### src/rtl/cis_pattern_loader.sv
// Pattern writer for CIS_Control: streams configuration words into a shadow bank and
// copies that bank to the active pattern_data bank only while the sequencer is idle.
module cis_pattern_loader #(
  parameter int NUM_SIGNALS = 8,
  parameter int PATTERN_LEN = 210,
  parameter int WORD_W      = 16
) (
  input  logic                                   clk,
  input  logic                                   reset_n,
  input  logic                                   load_start,
  input  logic                                   wr_valid,
  output logic                                   wr_ready,
  input  logic [WORD_W-1:0]                      wr_data,
  input  logic                                   commit,
  input  logic                                   running,
  output logic [NUM_SIGNALS-1:0][PATTERN_LEN-1:0] pattern_data,
  output logic                                   load_done,
  output logic                                   commit_pending,
  output logic                                   committed,
  output logic                                   err
);

  localparam int WPS = (PATTERN_LEN + WORD_W - 1) / WORD_W;
  localparam int SW  = (NUM_SIGNALS > 1) ? $clog2(NUM_SIGNALS) : 1;
  localparam int WW  = (WPS > 1) ? $clog2(WPS) : 1;

  typedef enum logic [1:0] {ST_IDLE, ST_LOAD, ST_FULL} state_t;

  state_t                                  r_state;
  logic [SW-1:0]                           r_sig;
  logic [WW-1:0]                           r_word;
  logic                                    r_wr_ready;
  logic                                    r_load_done;
  logic                                    r_pending;
  logic                                    r_committed;
  logic                                    r_err;
  logic [NUM_SIGNALS-1:0][PATTERN_LEN-1:0] r_shadow;
  logic [NUM_SIGNALS-1:0][PATTERN_LEN-1:0] r_active;

  logic w_xfer;
  logic w_wr_en;
  logic w_last_word;
  logic w_last_sig;
  logic w_copy;

  assign w_xfer      = wr_valid && r_wr_ready;
  // A word arriving together with load_start belongs to neither load and is dropped.
  assign w_wr_en     = w_xfer && !load_start;
  assign w_last_word = (r_word == WW'(WPS - 1));
  assign w_last_sig  = (r_sig == SW'(NUM_SIGNALS - 1));
  assign w_copy      = (r_state == ST_FULL) && !load_start && !running && (r_pending || commit);

  // Bits of the last word of a row that fall beyond PATTERN_LEN have no home and are lost.
  always_ff @(posedge clk or negedge reset_n) begin
    if (!reset_n) begin
      r_shadow <= '0;
    end else if (w_wr_en) begin
      for (int s = 0; s < NUM_SIGNALS; s++) begin
        for (int b = 0; b < PATTERN_LEN; b++) begin
          if (r_sig == SW'(s) && r_word == WW'(b / WORD_W)) begin
            r_shadow[s][b] <= wr_data[b % WORD_W];
          end
        end
      end
    end
  end

  always_ff @(posedge clk or negedge reset_n) begin
    if (!reset_n) begin
      r_state     <= ST_IDLE;
      r_sig       <= '0;
      r_word      <= '0;
      r_wr_ready  <= 1'b0;
      r_load_done <= 1'b0;
      r_pending   <= 1'b0;
      r_committed <= 1'b0;
      r_err       <= 1'b0;
      r_active    <= '0;
    end else begin
      r_committed <= 1'b0;
      r_err       <= 1'b0;
      case (r_state)
        ST_IDLE: begin
          r_err <= commit;
          if (load_start) begin
            r_state    <= ST_LOAD;
            r_sig      <= '0;
            r_word     <= '0;
            r_wr_ready <= 1'b1;
          end
        end
        ST_LOAD: begin
          r_err <= commit;
          if (load_start) begin
            r_sig  <= '0;
            r_word <= '0;
          end else if (w_xfer) begin
            if (w_last_word) begin
              r_word <= '0;
              if (w_last_sig) begin
                r_state     <= ST_FULL;
                r_wr_ready  <= 1'b0;
                r_load_done <= 1'b1;
              end else begin
                r_sig <= r_sig + 1'b1;
              end
            end else begin
              r_word <= r_word + 1'b1;
            end
          end
        end
        ST_FULL: begin
          if (load_start) begin
            if (r_pending) begin
              r_err <= 1'b1;
            end else begin
              // Restarting drops any same-cycle commit, which is illegal in LOAD.
              r_state     <= ST_LOAD;
              r_sig       <= '0;
              r_word      <= '0;
              r_wr_ready  <= 1'b1;
              r_load_done <= 1'b0;
              r_err       <= commit;
            end
          end else if (w_copy) begin
            r_active    <= r_shadow;
            r_committed <= 1'b1;
            r_pending   <= 1'b0;
            r_load_done <= 1'b0;
            r_state     <= ST_IDLE;
          end else if (commit) begin
            r_pending <= 1'b1;
          end
        end
        default: r_state <= ST_IDLE;
      endcase
    end
  end

  assign wr_ready       = r_wr_ready;
  assign load_done      = r_load_done;
  assign commit_pending = r_pending;
  assign committed      = r_committed;
  assign err            = r_err;
  assign pattern_data   = r_active;

endmodule

### config.mk
export PLATFORM = sky130hd
export DESIGN_NAME = cis_pattern_loader
export DESIGN_NICKNAME = d
export VERILOG_FILES = /design/src/rtl/cis_pattern_loader.sv
export SDC_FILE = /design/constraint.sdc
export NUM_CORES = 2
export LEC_CHECK = 0
export CAP_MARGIN = 20
export CORE_AREA = 2 2 662 664
export DETAILED_ROUTE_END_ITERATION = 8
export DIE_AREA = 0 0 664 666
export GPL_TIMING_DRIVEN = 1
export RECOVER_POWER = 50
export SETUP_SLACK_MARGIN = 0.1
export SYNTH_ARGS = -nofsm -noshare
export SYNTH_HDL_FRONTEND = slang
export SYNTH_SLANG_ARGS = --single-unit
### constraint.sdc
create_clock -name clk -period 3 [get_ports clk]
set_input_delay 0.45 -clock clk [delete_from_list [all_inputs] [get_ports clk]]
set_output_delay 0.45 -clock clk [all_outputs]
set_load 0.01 [all_outputs]
# After elaboration in Yosys (flattened, before gate mapping)
# Index checks and enable logic that the tools add are counted.
[op_classes] add_sub_neg=2 eq_ne=34 n_mux=48 n_bitwise=1 n_reduce_logical=246
[ops] cell="2-bit AND reduction" n=112
[ops] cell="1-bit logical AND" n=117
[ops] cell="4-bit == test (second input constant)" n=6
[ops] cell="4-bit two-way mux" n=6
[ops] cell="1-bit two-way mux" n=21
[ops] cell="3-bit two-way mux" n=7
[ops] cell="7-bit AND reduction" n=3
[ops] cell="4-bit by 3-bit == test with 1-bit output (second input constant)" n=4
[ops] cell="2-bit two-way mux" n=8
[ops] cell="3-bit != test (second input constant)" n=5
[ops] cell="2-bit != test (second input constant)" n=7
[ops] cell="3-bit == test (second input constant)" n=4
[ops] cell="4-bit one-hot mux with 3 select lines" n=1
[ops] cell="3-bit one-hot mux with 3 select lines" n=1
[ops] cell="4-bit by 2-bit == test with 1-bit output (second input constant)" n=2
[ops] cell="8-bit AND reduction" n=1
[ops] cell="3-bit by 2-bit == test with 1-bit output (second input constant)" n=2
[ops] cell="2-bit one-hot mux with 3 select lines" n=1
[ops] cell="3-bit AND reduction" n=2
[ops] cell="5-bit AND reduction" n=1
[ops] cell="4-bit by 1-bit adder with 4-bit output (second input constant)" n=1
[ops] cell="4-bit by 1-bit == test with 1-bit output (second input constant)" n=1
[ops] cell="4-bit zero test" n=1
[ops] cell="1-bit one-hot mux with 2 select lines" n=2
[ops] cell="13 further kinds" n=15
[word_totals] register_bits=3374 inputBits=22 output_inout_bits=1685 wordCells=459

# Longest topological paths before layout
[depth] depth_word=7 ltp_mapped=9 ltp_nobuf=5

# Worst setup path before layout
# No wires, ideal clock.
[synth_path] path_kind="reg-to-reg" startpoint="register r_sig[2]" endpoint="register r_shadow[635] (netlist name)" arrival_time_ps=2240 slack_ps=635 stages_incl_launch_ff=10 path_buffers=4 path_cell_list="dfrtp_1 buf_2 buf_1 inv_1 ha_1 and4b_1 buf_2 nand2_1 buf_2 mux2_2"
[synth_via] elab_chain_cells=3
[synth_lines] item="start, declared" line="30" source="logic [SW-1:0] r_sig;"
[synth_lines] item="start signal, assigned" line="105" source="r_sig <= r_sig + 1'b1;"
[synth_lines] item="3-bit by 2-bit == test with 1-bit output" line="60" source="if (r_sig == SW'(s) && r_word == WW'(b / WORD_W)) begin"
[synth_lines] item="1-bit logical AND" line="60"
[synth_lines] item="2-bit AND reduction (no line)"
[synth_lines] item="end signal, assigned by index" line="61" source="r_shadow[s][b] <= wr_data[b % WORD_W];"
[synth_lines] item="end, declared" line="37" source="logic [NUM_SIGNALS-1:0][PATTERN_LEN-1:0] r_shadow;"
# No other way between the ends.
# A chain may end at the register's enable or synchronous reset.

# Worst setup path after layout
[layout_path] startpoint="register r_word[3]" endpoint="register r_shadow[908] (netlist name)"
[layout_via] elab_chain_cells=3
[layout_lines] item="start, declared" line="31" source="logic [WW-1:0] r_word;"
[layout_lines] item="start signal, assigned" line="108" source="r_word <= r_word + 1'b1;"
[layout_lines] item="4-bit by 3-bit == test with 1-bit output" line="60"
[layout_lines] item="1-bit logical AND" line="60"
[layout_lines] item="2-bit AND reduction (no line)"
# No other way between the ends.

==> results.md <==
* Status: complete, but fails checks
* Failing checks: capacitance limit, slew limit
* Hold WS at 0.0700 ns
* H-tree Lvls at 5
* DR vias/cell at 4.68
* Vias in the first global route at 77500
* PortBufs at 1706
* Chip width at 664 um
* Layout cells sized above 1 at 0.443
* GRT Overall Usage at 0.188
* Pwr/cell area at 571 nW/um^2
* Switching share of power at 0.227
* Synth unique cells at 56
* # IOs at 1707
* Area delta synth->final at 30.8%
* Startpoint type of the worst setup path: register
* Async set-reset flop share out of synthesis at 1.00
* First-pass GRT wire length at 600000 um
* Fill count at 40400
* Path category of the worst min-delay check: primary input to register
* Fin. max-slew vios at 707
* Largest net degree at the start of global routing at 103
* Area of the multi-input gates at 39800 um^2
* Vias at 72700
* Maximum vdd ir drop at 0.527 mV
* Leak at 81.7 nW
* Syn Inst Count at 7461
* Synthesized area at 127000 um^2
* Synth area leader: dfrtp_1
* RSZ-0062 raised after global routing: no
* Top_reg_cell synth: dfrtp_1
* Seq pwr share at 0.493
* Antenna violations before repair at 33
* WL/cell at 27.5 um
* Net count after synthesis at 7489
* Crit path time final at 2.78 ns
* Tcrit/Tclk final at 0.927
* Slew headroom at -0.335
* Die ar. at 442000 um^2
* Crit-path max FO at 24
* Worst Path Arrival at 3.59 ns
* Antenna-violating nets left at 0
* Top post-synthesis cells by area: dfrtp_1 (67%), mux2_2 (29%), buf_2 (0.87%)
* Critical path type: register to register
* Synthesis Warnings at 0
* Setup crit end kind: register
* Final HPWL DP at 299000 um
* CP required at 3.80 ns
* Most common cell after layout, fill and taps aside: dfrtp_1
* Root Buffer: clkbuf_16
* GRT overflow at 0
* Yosys top cell area share at 0.665
* Clock skew at 0.0800 ns
* Worst skew pair latency at 0.96 ns
* Rows at 243
* Final hold vios at 0
* Design internal power at 0.0733 W
* CTS tree: yes
* Clock Sinks at 3374
* NumNets Final at 9533
* TritonRoute pass-1 iters at 6
* Max Cap Violations at 12
* Clock buffer depth at 4
* Final wirelength at 427000 um
* Psw at 0.0215 W
* Slew at the pin with the worst max-slew slack at 2.00 ns
* Clk pwr share at 0.472
* Initial Utilization at 0.291
* Fmax at 360 MHz
* Seq/Total Area, Yosys at 0.665
* Num CTS Buffers at 356
* GPL Wtd Cong at 0.833
* Post-route setup TNS at 0 ns
* Post-synthesis register bit count at 3374
* Die height at 666 um
* Clock-pin slew on the worst setup and hold paths at 0.06 ns
* Most frequent cells in the layout: dfrtp_1 (3368), mux2_2 (3243), clkdlybuf4s50_1 (1687), clkbuf_16 (359), buf_12 (182)
* DRC at 0
* 1st-iter DRT viols at 4116
* Comb power frac at 0.035
* Synth Area per Inst at 17.0 um^2
* Number of synthesized flops with an enable pin at 0
* Final setup vio count at 0
* Sequential cell area at 84400 um^2
* Core area at 436000 um^2
==> synthesized netlist by cell type (4+ instances only) <==
master,instances
dfrtp_1,3374
mux2_2,3245
buf_2,220
clkbuf_1,185
buf_4,83
mux2_1,75
mux2_4,40
nand2_1,27
nand3_1,27
nor3_4,25
nand3_2,20
buf_1,15
nor3_2,14
buf_6,8
nor2_1,8
and4b_1,7
inv_1,7
ha_1,6
nor4bb_1,6
nor3_1,4
nor4b_4,4
or4b_4,4
==> path summary, 6_finish.rpt <==
| check | cells past startpoint | start | end | slack [ns] |
|---|---|---|---|---|
| max | 6 | r_word[3] | r_shadow[908] | 0.22 |
| min | 2 | wr_data[15] | r_shadow[919] | 0.07 |
| max reg2reg | 6 | r_word[3] | r_shadow[908] | 0.22 |
| min reg2reg | 1 | r_shadow[651] | pattern_data[651] | 0.44 |
| max in group asynchronous | 5 | reset_n | pattern_data[654] | 0.34 |
| min in group asynchronous | 2 | reset_n | pattern_data[1313] | 0.09 |
==> metrics by stage <==
step           total power, W  setup slack (ns)  cell area [um^2]  instances   util
2_1_floorplan          0.0486             0.635            127000       7461      -
3_3_place_gp           0.0509            -0.198            156000      14900  0.357
3_5_place_dp           0.0511            -0.252            156000      14900  0.357
4_1_cts                0.0960             0.133            167000      15500  0.384
5_1_grt                0.0981             0.113            166000      15500  0.381
6_report               0.0948             0.219            166000      15500  0.381
==> per-layer routing <==
metal,up-vias,track usage,routed length (um)
li1,30400,-,-
met1,39500,0.228,171000
met2,2075,0.314,207000
met3,732,0.0441,25500
met4,2,0.0908,23900
met5,-,0,13
==> cells by family after synthesis <==
group                    synth area share
AO/OA/AOI/OAI                     0.00137
adder cells (fa/ha/maj)          0.000591
buffers and inverters              0.0207
flip-flops                          0.665
multiplexers                        0.299
AND/OR/NAND/NOR                    0.0128
==> sequential cells by signal, summed over array words and instances (netlist names) <==
signal and count:
wr_ready 1, pattern_data 1680, commit_pending 1, r_sig 3
err 1, r_state 2, load_done 1, committed 1
r_word 4, r_shadow 1680
==> cell type report <==
cell class,instances,area share
clock buffers,516,0.0624
multi-input cells,3566,0.240
flip-flops and latches,3374,0.509
inverters,8,0.000226
well taps,5757,0.0434
repair buffers,2199,0.137
clock inverters,113,0.00895
diodes,5,0.0000754
==> power by group through the flow <==
stage / registers, W / clock network, W / logic [W]
after floorplan: 0.0473 / 0 / 0.00123
after global placement: 0.0474 / 0 / 0.00346
after detailed placement: 0.0475 / 0 / 0.00356
after CTS: 0.0467 / 0.0458 / 0.00358
after global routing: 0.0467 / 0.0477 / 0.00365
final: 0.0467 / 0.0448 / 0.00333
==> timing repair <==
| item | CTS | global route |
|---|---|---|
| setup buffers | 2 | 0 |
| hold endpoints to repair | 455 | 0 |
| setup endpoints to repair | 34 | 1 |
| gates cloned | 0 | 0 |
| gates resized for setup | 2 | 1 |
| hold buffers | 5 | 0 |
==> critical path, cell delays in order, from the launching register on <==
cell      delay [ns]
dfrtp_2         0.63
buf_4           0.30
nor4b_4         0.21
clkbuf_1        0.63
nand3_1         0.14
buf_2           0.31
mux2_2          0.34
Note: power is estimated with default switching activity, not from simulation.
